`config.mk`:
```
export PLATFORM = sky130hd
export DESIGN_NAME = apresentador_sequencia_flat
export DESIGN_NICKNAME = d
export VERILOG_FILES = /design/src/rtl/apresentador_sequencia_pkg.sv /design/src/rtl/apresentador_sequencia_if.sv /design/src/rtl/apresentador_sequencia_contador_tempo.sv /design/src/rtl/apresentador_sequencia.sv /design/src/flat_wrapper.sv
export SDC_FILE = /design/constraint.sdc
export NUM_CORES = 1
export LEC_CHECK = 0
export ABC_AREA = 1
export CORE_UTILIZATION = 47
export DETAILED_ROUTE_END_ITERATION = 8
export PLACE_DENSITY = 0.75
export REMOVE_ABC_BUFFERS = 1
export SYNTH_ARGS = -nofsm -noshare
export SYNTH_HDL_FRONTEND = slang
export SYNTH_SLANG_ARGS = --single-unit
export TNS_END_PERCENT = 50
```
`constraint.sdc`:
```
create_clock -name clock -period 1.3 [get_ports clock]
set_input_delay 0.13 -clock clock [delete_from_list [all_inputs] [get_ports clock]]
set_output_delay 0.13 -clock clock [all_outputs]
set_load 0.005 [all_outputs]
```
`src/rtl/apresentador_sequencia_pkg.sv`:
```
// Shared definitions for the sequence presenter and its neighbours.
// The state encoding is exported so the control unit and the debug
// display decoders interpret db_estado the same way.
package apresentador_sequencia_pkg;

  localparam int ADDR_W_PAD    = 4;
  localparam int NOTE_W_PAD    = 7;
  localparam int TEMPO_ON_PAD  = 2000;
  localparam int TEMPO_OFF_PAD = 500;
  localparam int ESTADO_W      = 3;

  typedef enum logic [ESTADO_W-1:0] {
    OCIOSO = 3'd0,
    LE     = 3'd1,
    ACENDE = 3'd2,
    APAGA  = 3'd3,
    FIM    = 3'd4
  } estado_t;

endpackage

```
`src/rtl/apresentador_sequencia_if.sv`:
```
// Bus between the sequence presenter and the rest of the game.
//   iniciar   : start request
//   parar     : abort request
//   limite    : index of the last note to show
//   dado_mem  : sequence memory read data
//   endereco  : sequence memory read address
//   leds      : LED drive, one bit per button
//   ocupado   : presentation in progress
//   fim       : one-cycle pulse when the sequence has been shown
//   db_estado : current state code, for debug
// master: the side driving requests and memory data; slave: the presenter.
interface apresentador_sequencia_if
  import apresentador_sequencia_pkg::*;
#(
  parameter int ADDR_W = ADDR_W_PAD,
  parameter int NOTE_W = NOTE_W_PAD
);

  logic                iniciar;
  logic                parar;
  logic [ADDR_W-1:0]   limite;
  logic [NOTE_W-1:0]   dado_mem;
  logic [ADDR_W-1:0]   endereco;
  logic [NOTE_W-1:0]   leds;
  logic                ocupado;
  logic                fim;
  logic [ESTADO_W-1:0] db_estado;

  modport master (
    output iniciar, parar, limite, dado_mem,
    input  endereco, leds, ocupado, fim, db_estado
  );

  modport slave (
    input  iniciar, parar, limite, dado_mem,
    output endereco, leds, ocupado, fim, db_estado
  );

endinterface

```
`src/rtl/apresentador_sequencia_contador_tempo.sv`:
```
// contador_tempo: cycle timer.
//   clock     : system clock, rising edge
//   reset     : synchronous, active-low
//   zera      : clear the count (wins over conta)
//   conta     : advance the count by one
//   fim_tempo : high while count == M-1
// The count saturates at M-1 instead of wrapping.
module contador_tempo #(
  parameter int M = 2
) (
  input  logic clock,
  input  logic reset,
  input  logic zera,
  input  logic conta,
  output logic fim_tempo
);

  localparam int             W      = $clog2(M + 1);
  localparam logic [W-1:0]   ULTIMO = W'(M - 1);

  logic [W-1:0] contagem;

  always_ff @(posedge clock) begin
    if (!reset) begin
      contagem <= '0;
    end else if (zera) begin
      contagem <= '0;
    end else if (conta && (contagem != ULTIMO)) begin
      contagem <= contagem + 1'b1;
    end
  end

  assign fim_tempo = (contagem == ULTIMO);

endmodule

```
`src/rtl/apresentador_sequencia.sv`:
```
// apresentador_sequencia: plays the stored note sequence on the LEDs.
// Reads addresses 0..limite; each note is lit for TEMPO_ON cycles and
// followed by TEMPO_OFF dark cycles; fim pulses after the last note.
//   clock : system clock, rising edge
//   reset : synchronous, active-low
//   bus   : slave side of apresentador_sequencia_if (requests, memory
//           port, LEDs and status)
module apresentador_sequencia
  import apresentador_sequencia_pkg::*;
#(
  parameter int ADDR_W    = ADDR_W_PAD,
  parameter int NOTE_W    = NOTE_W_PAD,
  parameter int TEMPO_ON  = TEMPO_ON_PAD,
  parameter int TEMPO_OFF = TEMPO_OFF_PAD
) (
  input  logic                    clock,
  input  logic                    reset,
  apresentador_sequencia_if.slave bus
);

  estado_t           estado;
  logic [ADDR_W-1:0] endereco;
  logic [ADDR_W-1:0] lim_reg;
  logic [NOTE_W-1:0] leds;
  logic              ocupado;
  logic              fim;

  logic fim_on;
  logic fim_off;

  // Each timer is held at zero outside its own state and is also cleared on
  // its last cycle, so it is already zero when its state is next entered.
  contador_tempo #(.M(TEMPO_ON)) u_tempo_on (
    .clock     (clock),
    .reset     (reset),
    .zera      ((estado != ACENDE) || fim_on),
    .conta     (estado == ACENDE),
    .fim_tempo (fim_on)
  );

  contador_tempo #(.M(TEMPO_OFF)) u_tempo_off (
    .clock     (clock),
    .reset     (reset),
    .zera      ((estado != APAGA) || fim_off),
    .conta     (estado == APAGA),
    .fim_tempo (fim_off)
  );

  always_ff @(posedge clock) begin
    if (!reset) begin
      estado   <= OCIOSO;
      endereco <= '0;
      lim_reg  <= '0;
      leds     <= '0;
      ocupado  <= 1'b0;
      fim      <= 1'b0;
    end else if (bus.parar && (estado != OCIOSO)) begin
      // Abort beats start and completion alike; no fim is produced.
      estado   <= OCIOSO;
      endereco <= '0;
      leds     <= '0;
      ocupado  <= 1'b0;
      fim      <= 1'b0;
    end else begin
      case (estado)
        OCIOSO: begin
          leds    <= '0;
          ocupado <= 1'b0;
          fim     <= 1'b0;
          if (bus.iniciar && !bus.parar) begin
            estado   <= LE;
            endereco <= '0;
            lim_reg  <= bus.limite;
            ocupado  <= 1'b1;
          end
        end
        LE: begin
          leds   <= bus.dado_mem;
          estado <= ACENDE;
        end
        ACENDE: begin
          if (fim_on) begin
            leds   <= '0;
            estado <= APAGA;
          end
        end
        APAGA: begin
          if (fim_off) begin
            if (endereco == lim_reg) begin
              estado  <= FIM;
              fim     <= 1'b1;
              ocupado <= 1'b0;
            end else begin
              endereco <= endereco + 1'b1;
              estado   <= LE;
            end
          end
        end
        FIM: begin
          fim    <= 1'b0;
          estado <= OCIOSO;
        end
        default: begin
          estado  <= OCIOSO;
          leds    <= '0;
          ocupado <= 1'b0;
          fim     <= 1'b0;
        end
      endcase
    end
  end

  assign bus.endereco  = endereco;
  assign bus.leds      = leds;
  assign bus.ocupado   = ocupado;
  assign bus.fim       = fim;
  assign bus.db_estado = estado;

endmodule

```
`src/flat_wrapper.sv`:
```
// flat-port wrapper written by rule: the top's interface ports become plain ports
module apresentador_sequencia_flat import apresentador_sequencia_pkg::*;
#(
  parameter int ADDR_W    = ADDR_W_PAD,
  parameter int NOTE_W    = NOTE_W_PAD,
  parameter int TEMPO_ON  = TEMPO_ON_PAD,
  parameter int TEMPO_OFF = TEMPO_OFF_PAD
)
  (clock, reset, bus_iniciar, bus_parar, bus_limite, bus_dado_mem, bus_endereco, bus_leds, bus_ocupado, bus_fim, bus_db_estado);
  apresentador_sequencia_if #(.ADDR_W(ADDR_W), .NOTE_W(NOTE_W)) bus_i ();
  input  logic clock;
  input  logic reset;
  input wire logic [$bits(bus_i.iniciar)-1:0] bus_iniciar;
  input wire logic [$bits(bus_i.parar)-1:0] bus_parar;
  input wire logic [$bits(bus_i.limite)-1:0] bus_limite;
  input wire logic [$bits(bus_i.dado_mem)-1:0] bus_dado_mem;
  output wire logic [$bits(bus_i.endereco)-1:0] bus_endereco;
  output wire logic [$bits(bus_i.leds)-1:0] bus_leds;
  output wire logic [$bits(bus_i.ocupado)-1:0] bus_ocupado;
  output wire logic [$bits(bus_i.fim)-1:0] bus_fim;
  output wire logic [$bits(bus_i.db_estado)-1:0] bus_db_estado;
  assign bus_i.iniciar = bus_iniciar;
  assign bus_i.parar = bus_parar;
  assign bus_i.limite = bus_limite;
  assign bus_i.dado_mem = bus_dado_mem;
  assign bus_endereco = bus_i.endereco;
  assign bus_leds = bus_i.leds;
  assign bus_ocupado = bus_i.ocupado;
  assign bus_fim = bus_i.fim;
  assign bus_db_estado = bus_i.db_estado;
  apresentador_sequencia #(.ADDR_W(ADDR_W), .NOTE_W(NOTE_W), .TEMPO_ON(TEMPO_ON), .TEMPO_OFF(TEMPO_OFF)) u_core (.clock(clock), .reset(reset), .bus(bus_i));
endmodule
```
* Yosys cells after proc, flatten, opt, wreduce, memory -nomap -nowiden *
Cells that the tools add are included.

word-level totals
  register bits after elaboration = 40
  bits of input ports = 15
  output and inout bits = 16

cells by class
  $add $sub $neg = 3
  eq/ne operators = 16
  mux-type cells = 18
  bitwise gates (word level) = 5
  reductions and logical operators = 22

operators by type and width
  kind                   number
  $pmux 7 s3             1
  $mux 3                 4
  $mux 4                 3
  $pmux 3 s4             1
  $reduce_and 3->1       4
  $add 11x1->11 const B  1
  $eq 11x11->1 const B   1
  $ne 11x11->1 const B   1
  $reduce_or 2->1        5
  $add 9x1->9 const B    1
  $eq 9x9->1 const B     1
  $ne 9x9->1 const B     1
  $ne 2x1->1 const B     4
  $pmux 4 s2             1
  $mux 7                 1
  $eq 3x2->1 const B     2
  $ne 3x2->1 const B     2
  $mux 1                 5
  $not 1->1              5
  $add 4x1->4 const B    1
  $eq 4x4->1             1
  $logic_and 1x1->1      4
  $reduce_and 4->1       1
  $eq 3x1->1 const B     1
  other kinds (11)       12

* Logic depth before layout (Yosys ltp) *
Gate-level depths: netlist of run 1.

  word-level depth = 4
  mapped depth = 10

* Hierarchy *
A second synthesis of run 1 with hierarchy kept.

second synthesis, totals
  cells, all modules = 298
  area, all modules = 2115.8 um^2

modules (own cells, without submodules)
  module                               times used  cells each  area each (um^2)
  apresentador_sequencia               1           139         1017.2
  contador_tempo (u_core.u_tempo_on)   1           83          579.3
  contador_tempo (u_core.u_tempo_off)  1           76          519.2

* Worst setup path before layout of run 1 *
Ideal clock, no wire load.

  kind = flip-flop to flip-flop
  from = register u_core.u_tempo_off.contagem[0]
  to = register u_core.endereco[2] (netlist: u_core.bus.endereco[2])
  library setup time = 0.116 ns
  arrival = 1.246 ns
  required time = 1.184 ns
  setup slack = -0.062 ns
  stages on the path, launching flop included = 11
  path buffers = 1
  clock period less this slack = 1.362 ns
  path through = dfxtp_1 > ha_1 > inv_1 > nor2_1 > nand3_2 > nand2_4 > and2_4 > buf_6 > nand2_1 > nand2_1 > a21oi_1

on the way
  cells in the longest elaborated chain, start to end = 3

RTL lines
  element                            RTL line                                     source
  start, declared                    apresentador_sequencia_contador_tempo.sv:21  logic [W-1:0] contagem;
  start signal, assigned             apresentador_sequencia_contador_tempo.sv:29  contagem <= contagem + 1'b1;
  $eq 9x9->1                         apresentador_sequencia_contador_tempo.sv:33  assign fim_tempo = (contagem == ULTIMO);
  $ne 2x1->1 (no source line)        n/a
  $reduce_and 4->1 (no source line)  n/a
  end signal, assigned               apresentador_sequencia.sv:94                 endereco <= endereco + 1'b1;
  end, declared                      apresentador_sequencia.sv:22                 logic [ADDR_W-1:0] endereco;

No other way between the ends.
A chain may end at the register's enable or synchronous reset.

* Worst setup path after layout of run 1 *
  from = register u_core.u_tempo_on.contagem[6]
  to = register u_core.estado[0] (netlist: u_core.bus.db_estado[0])

on the way
  cells in the longest elaborated chain, start to end = 3

RTL lines
  element                            RTL line                                     source
  start, declared                    apresentador_sequencia_contador_tempo.sv:21
  start signal, assigned             apresentador_sequencia_contador_tempo.sv:29
  $eq 11x11->1                       apresentador_sequencia_contador_tempo.sv:33
  $ne 2x1->1 (no source line)        n/a
  $reduce_and 3->1 (no source line)  n/a
  end signal, assigned               apresentador_sequencia.sv:51                 estado <= OCIOSO;
  end signal, assigned               apresentador_sequencia.sv:59                 estado <= OCIOSO;
  end signal, assigned               apresentador_sequencia.sv:71                 estado <= LE;
  end, declared                      apresentador_sequencia.sv:21                 estado_t estado;

No other way between the ends.

==> results of run 1 <==
routing by layer:
layer	share of wire (%)	track usage [%]	vias up
li1	-	-	937
met1	42	25.9	844
met2	50	37.4	45
met3	4.2	7.14	15
met4	3.1	13.1	0
met5	0	0	-
metrics by stage:
stage	TNS (ns)	utilization [%]	setup WS [ns]
floorplan	-0.0252	-	-0.0153
global placement	-1.06	65.3	-0.137
detailed placement	-2.49	65.3	-0.149
CTS	-0.194	71.2	-0.0805
global route	-3.09	76.4	-0.216
finish	-1.13	76.4	-0.146
layout make-up:
type	count	area (µm²)
multi-input cells	172	1070
flip-flops and latches	40	827
fillers	252	863
inverters	32	126
repair buffers	70	623
clock buffers	8	90.1
well taps	48	60.1
where the power goes:
group	leakage [nW]	switching (mW)	internal, mW
Combinational	0.812	1.02	0.870
Clock	0.0455	0.434	0.433
Sequential	0.333	0.0737	1.35
Total	1.19	1.53	2.66
cells in the mapped netlist, types with 2 or more instances:
library cell / number / share of area (%)
nand2_1: 55 / 11
dfxtp_1: 40 / 44
nor2_1: 33 / 6.9
inv_1: 27 / 5.6
a21oi_1: 25 / 6.9
nand3_1: 18 / 5.0
o21ai_0: 7 / 1.9
xor2_1: 5 / 2.4
inv_2: 4 / 0.83
nor3_1: 4 / 1.1
xnor2_1: 4 / 1.9
ha_1: 3 / 2.1
nor3b_1: 3 / 1.3
a21oi_2: 2 / 0.97
nand3_2: 2 / 1.1
o211ai_1: 2 / 0.83
o21a_1: 2 / 0.83
cells by family (layout without fill, tap and decap cells):
group,after synthesis,count (layout)
buf+inv,34,110
fa+ha+maj,3,3
xor+xnor,9,9
simple gates,122,122
flops,40,40
compound gates,38,38
repair_timing:
| action | 4_1_cts | 5_1_grt |
|---|---|---|
| gates resized for setup | 35 | 56 |
| cloned | 0 | 0 |
| hold buffers | 0 | 0 |
| buffers inserted | 6 | 1 |
| pin swaps | 3 | 17 |
| endpoints found under the setup margin | 37 | 44 |
worst min-delay path by stage:
stage	startpoint	slack (ns)	end	cells past startpoint
2_1_floorplan	reset	0.27	u_core.lim_reg[0]$_SDFFE_PN0P_	2
3_3_place_gp	u_core.bus.leds[1]$_SDFFE_PP0P_	0.45	u_core.bus.leds[1]$_SDFFE_PP0P_	2
3_5_place_dp	u_core.bus.leds[3]$_SDFFE_PP0P_	0.46	u_core.bus.leds[3]$_SDFFE_PP0P_	2
4_1_cts	bus_dado_mem[1]	0.40	u_core.bus.leds[1]$_SDFFE_PP0P_	3
5_1_grt	bus_dado_mem[0]	0.41	u_core.bus.leds[0]$_SDFFE_PP0P_	3
6_report	bus_dado_mem[0]	0.40	u_core.bus.leds[0]$_SDFFE_PP0P_	3
worst max-delay path, cell delays in order (launching register included):
cell	delay (ns)
dfxtp_1	0.36
nand2_1	0.08
nor2_1	0.25
nand3_2	0.16
nand2_4	0.11
nand2_2	0.06
nor2_4	0.11
nand2_2	0.08
a21oi_2	0.16
==> impl_results.md, run 1 <==
* Status: finished with violations
* Failing checks: setup timing
* Worst-case clock buffer depth at 2
* Netlist Area Pre-Place at 1800 µm²
* Vias in the first global route at 1715
* Max FO, Critical Path at 3
* Mux cell area share after synthesis at 0%
* Clock skew at 0.00560 ns
* Worst Reg-to-Reg Cells at 8
* Post-Syn Area per Cell at 7.32 µm²
* Routability Congestion at 0.792
* EDFF count, synth at 0
* Sink Count at 40
* Fin crit share at 111%
* DP Cell Count at 355
* Hold Crit Class: in2reg
* Post-DRT Antenna Nets at 0
* Critical path endpoint category: register
* F_max at 692 MHz
* All-layer global routing usage at 22.8%
* Avg WL per Cell at 13.2 µm
* Synth Area in Simple Gates at 29.9%
* Initial antenna violation count at 0
* Final std cells w/o fill at 370
* Reg2reg end: u_core.bus.db_estado[0]$_SDFFE_PP0P_
* Most common cell after layout, fill and taps aside: nand2_1
* Post-DP Area at 2390 µm²
* Post-route cell area at 2800 µm²
* Gr ovfl total at 0
* Power per cell area at 1500 nW/µm²
* Compound-cell area share of the yosys netlist at 11.5%
* CORE AREA at 3660 µm²
* Synth cell types at 27
* Full die area at 4080 µm²
* Share of cells above drive strength 1 at 36.0%
* Max H-tree Level at 2
* Adder and majority cell fraction of the synthesized area at 2.08%
* CTS tree: done
* Unrepaired setup endpoints after global routing: true
* Ys Warns at 0
* Clk_lat worst skew at 0.30 ns
* 1st-iter DRT viols at 129
* Final HPWL DP at 2920 µm
* Crit path launch: u_core.u_tempo_on.contagem[6]$_SDFFE_PP0P_
* Most frequent cells in the layout: nand2_1, buf_4, nor2_1, inv_1, dfxtp_1
* Port Buffers at 30
* Setup slack after layout at -0.146 ns
* Setup violators final at 29
* DRT Wirelength at 4880 µm
* Num CTS Buffers at 5
* Die Y at 63.9 µm
* Via Count at 1841
* Max reg flops at 11
* Slew margin rel. at 78.2%
* Leakage at 1.19 nW
* Final #Nets at 339
* Ports at 31
* Initial cell density of the core at 49.2%
* Max-slew violation count at 0
* Largest family of logic cells by synthesized area: simple AND/OR/NAND/NOR gates
* Clk slew on worst S/H paths at 0.08 ns
* Reg2reg setup slack at -0.15 ns
* DR DRC count at 0
* Synth Area in XOR/XNOR at 4.38%
* Worst Setup EP: u_core.bus.db_estado[0]$_SDFFE_PP0P_
* TritonRoute pass-1 iters at 4
* Number of inserted diodes at 0
* First-pass GRT wire length at 7120 µm
* Synth-to-Final Area Change at 55.4%
* Tot Pwr at 4.18 mW
* Register area share after synthesis at 44.5%
* Syn Inst Count at 246
* Post-synth top flop: dfxtp_1
* R2R Path Start: u_core.u_tempo_on.contagem[6]$_SDFFE_PP0P_
* Ys async rst share at 0%
* Post-route minimum period at 1.45 ns
* CP Class: reg2reg
* Chip Width at 63.9 µm
* Largest net degree at the start of global routing at 14
* CTS root buf: clkbuf_8
* Max Cap Viol at 0
* Vias per cell at 4.98
* Largest regs: u_core.u_tempo_on.contagem: 11 flops, u_core.u_tempo_off.contagem: 9 flops, u_core.bus.leds: 7 flops
* Max VDD drop at 881 µV
* Crit path arrival time at 1.67 ns
* Most flops, register: u_core.u_tempo_on.contagem
* Count of final hold-check violations at 0
* Startpoint type of the worst setup path: register
* Worst slew pin tran at 0.325 ns
* Synth Register Bits at 40
* Worst hold slack at 0.396 ns
* Worst Path Required at 1.52 ns
* Cell Rows at 22
Note: power is estimated with default switching activity, not from simulation.
==> inputs of run 2 (changes only) <==
--- a/config.mk
+++ b/config.mk
@@ -9,7 +9,6 @@
 export CORE_UTILIZATION = 47
 export DETAILED_ROUTE_END_ITERATION = 8
 export PLACE_DENSITY = 0.75
-export REMOVE_ABC_BUFFERS = 1
 export SYNTH_ARGS = -nofsm -noshare
 export SYNTH_HDL_FRONTEND = slang
 export SYNTH_SLANG_ARGS = --single-unit
==> constraint.sdc (replaced) <==
create_clock -name clock -period 1.3 [get_ports clock]
set_input_delay 0.13 -clock clock [delete_from_list [all_inputs] [get_ports clock]]
set_output_delay 0.13 -clock clock [all_outputs]
set_load 0.01 [all_outputs]
==> run 2 against run 1 <==
  * The flow still finishes with violations (setup timing)
  * Worst setup slack improved by 0.075 ns
  * Die area unchanged
  * Maximum frequency increased by 5.5%
  * Core utilization up 0.55 points
  * Critical endpoint is now u_core.u_tempo_on.contagem[3]$_SDFFE_PP0P_
  * Largest cell class unchanged
  * Highest routed layer unchanged
==> impl_results.md, run 2 (same netlist as run 1, synthesis figures left out) <==
* F_max at 729 MHz (+5.5%)
* Cell Rows at 22 (unchanged)
* Internal power at 2.56 mW (-3.6%)
* Logic pwr share at 43.1% (-2.1 points)
* DP Cell Count at 357 (+0.56%)
* Most common cell after layout, fill and taps aside: nand2_1
* CORE AREA at 3660 µm² (unchanged)
* P_sw at 1.51 mW (-1.0%)
* Final std cells w/o fill at 370 (unchanged)
* Sink Count at 40 (unchanged)
* Worst-case clock buffer depth at 2 (unchanged)
* Port Buffers at 30 (unchanged)
* Slowest cell on crit path: dfxtp_2
* Clock power frac at 21.2% (+0.5 points)
* Most frequent CP cell: nor2_4
* Layout fillers at 252 (unchanged)
* Initial antenna violation count at 0 (unchanged)
* Die Y at 63.9 µm (unchanged)
* CTS tree: done
* Largest net degree at the start of global routing at 14 (unchanged)
* Max Cap Viol at 0 (unchanged)
* Avg WL per Cell at 13.3 µm (+0.68%)
* Switch share at 37.2% (+0.61 points)
* Post-route minimum period at 1.37 ns (-0.0750 ns)
* Post-DRT Antenna Nets at 0 (unchanged)
* DR DRC count at 0 (unchanged)
* Power per cell area at 1450 nW/µm² (-3.3%)
* Max H-tree Level at 2 (unchanged)
* Full die area at 4080 µm² (unchanged)
* Ports at 31 (unchanged)
* Final HPWL DP at 2920 µm (about the same)
* Synth-to-Final Area Change at 56.5%
* Critical path endpoint category: register
* Worst Path Required at 1.53 ns (about the same)
* Worst slew pin tran at 0.289 ns (-0.0362 ns)
* Largest stage delay, worst path at 0.35 ns (about the same)
* Setup slack after layout at -0.0708 ns (+0.0750 ns)
* Clock skew at 0.0156 ns (+0.00999 ns)
* Pre-CTS WS at -0.123 ns (+0.0264 ns)
* Status: finished with violations
* CP Class: reg2reg
* 1st-iter DRT viols at 89 (-31%)
* Most frequent cells in the layout: nand2_1, buf_4, dfxtp_1, inv_1, nor2_1
* Via Count at 1835 (-0.33%)
* Post-route cell area at 2820 µm² (+0.72%)
* Vias per cell at 4.96 (-0.33%)
* First-pass GRT wire length at 7310 µm (+2.6%)
* Crit path arrival time at 1.60 ns (-0.07 ns)
* Final Util at 77.0% (+0.55 points)
* DRT Wirelength at 4920 µm (+0.68%)
* CTS root buf: clkbuf_8
* Clk slew on worst S/H paths at 0.08 ns (about the same)
* Share of cells above drive strength 1 at 36.3% (+0.31 points)
* Max reg flops at 11 (unchanged)
* All-layer global routing usage at 22.9% (+0.14 points)
* Fin crit share at 105% (-5.8 points)
* Startpoint type of the worst setup path: register
* Tot Pwr at 4.07 mW (-2.6%)
* Max-slew violation count at 0 (unchanged)
* Num CTS Buffers at 5 (unchanged)
* Most flops, register: u_core.u_tempo_on.contagem
* Chip Width at 63.9 µm (unchanged)
* Slew margin rel. at 80.6% (+2.4 points)
* Failing checks: setup timing
* Final #Nets at 339 (unchanged)
* Vias in the first global route at 1696 (-1.1%)
* Gr ovfl total at 0 (unchanged)
* Hold Crit Class: in2reg
* Leakage at 1.26 nW (+6.0%)
* Count of final hold-check violations at 0 (unchanged)
* Unrepaired setup endpoints after global routing: true
* Largest regs: u_core.u_tempo_on.contagem: 11 flops, u_core.u_tempo_off.contagem: 9 flops, u_core.bus.leds: 7 flops
* Sequential share of power at 35.7% (+1.6 points)
* Max VDD drop at 964 µV (+9.5%)
* Max FO, Critical Path at 5 (+2)
* Number of inserted diodes at 0 (unchanged)
* Routability Congestion at 0.846 (+6.8%)
* Post-DP Area at 2430 µm² (+1.7%)
* TritonRoute pass-1 iters at 4 (unchanged)
* Syn_nets at 264
* Clk_lat worst skew at 0.30 ns (about the same)
* Setup violators final at 17 (-41%)
* Worst-path cell chain: ha_4, nand3_4, nor2_4, nand3_2, nand2_4, nor2_4, clkinv_4, nor3b_2
* Initial cell density of the core at 49.2% (unchanged)
## run 2: changes by cell type in the layout (fill, tap and decap cells not counted), sizes merged
cell / delta
dlymetal6s2s: +3
dlygate4sd2: +3
clkdlybuf4s50: -7
clkinv: +1
## run 2: per-stage QoR
step	TNS [ns]	hold WS, ns
5_1_grt	-2.60	0.428
6_report	-0.698	0.392
2_1_floorplan	-0.0603	0.268
4_1_cts	-0.276	0.394
3_3_place_gp	-0.706	0.449
3_5_place_dp	-1.74	0.452
## run 2: final timing paths
kind	from	to	slack, ns	depth (start not counted)
hold reg to reg	u_core.bus.leds[4]$_SDFFE_PP0P_	u_core.bus.leds[4]$_SDFFE_PP0P_	0.46	2
setup / recovery	u_core.u_tempo_on.contagem[1]$_SDFFE_PP0P_	u_core.u_tempo_on.contagem[3]$_SDFFE_PP0P_	-0.07	8
setup reg to reg	u_core.u_tempo_on.contagem[1]$_SDFFE_PP0P_	u_core.u_tempo_on.contagem[3]$_SDFFE_PP0P_	-0.07	8
hold / removal	bus_dado_mem[0]	u_core.bus.leds[0]$_SDFFE_PP0P_	0.39	3
## run 2: layer usage
metal	wire length, µm	vias up	global-route usage, %
met5	0	-	0
met4	46	0	8.81
met3	291	6	6.79
met2	2460	54	38.2
met1	2120	836	27.6
li1	-	939	-
## run 2: critical path, delay by kind of cell (launching register included)
| family | cells | cell delay [ns] |
|---|---|---|
| buffers and inverters | 1 | 0.12 |
| adders and majority gates | 1 | 0.17 |
| and+or+nand+nor | 6 | 0.65 |
| DFF | 1 | 0.35 |
## run 2: layout make-up
class                           count  area (µm²)  area share (%)
Clock buffer                        8        90.1            3.20
Timing Repair Buffer               69         602            21.4
Sequential cell                    40         816            29.0
Tap cell                           48        60.1            2.13
Inverter                           32         130            4.62
Multi-Input combinational cell    172        1110            39.6
Timing Repair inverter              1        5.00           0.178
## run 2: power by group through the flow
stage          clock network (mW)  registers (mW)  logic (mW)
3_5_place_dp                    0            1.45        1.45
4_1_cts                     0.861            1.43        1.51
3_3_place_gp                    0            1.45        1.41
2_1_floorplan                   0            1.51       0.779
6_report                    0.864            1.45        1.76
5_1_grt                     0.925            1.47        1.90
## run 2: what timing repair did
action,4_1_cts,5_1_grt
resized for setup,33,57
cloned,0,1
setup buffers,1,3
hold buffers,0,0
pin swaps,9,9
setup endpoints to repair,36,44
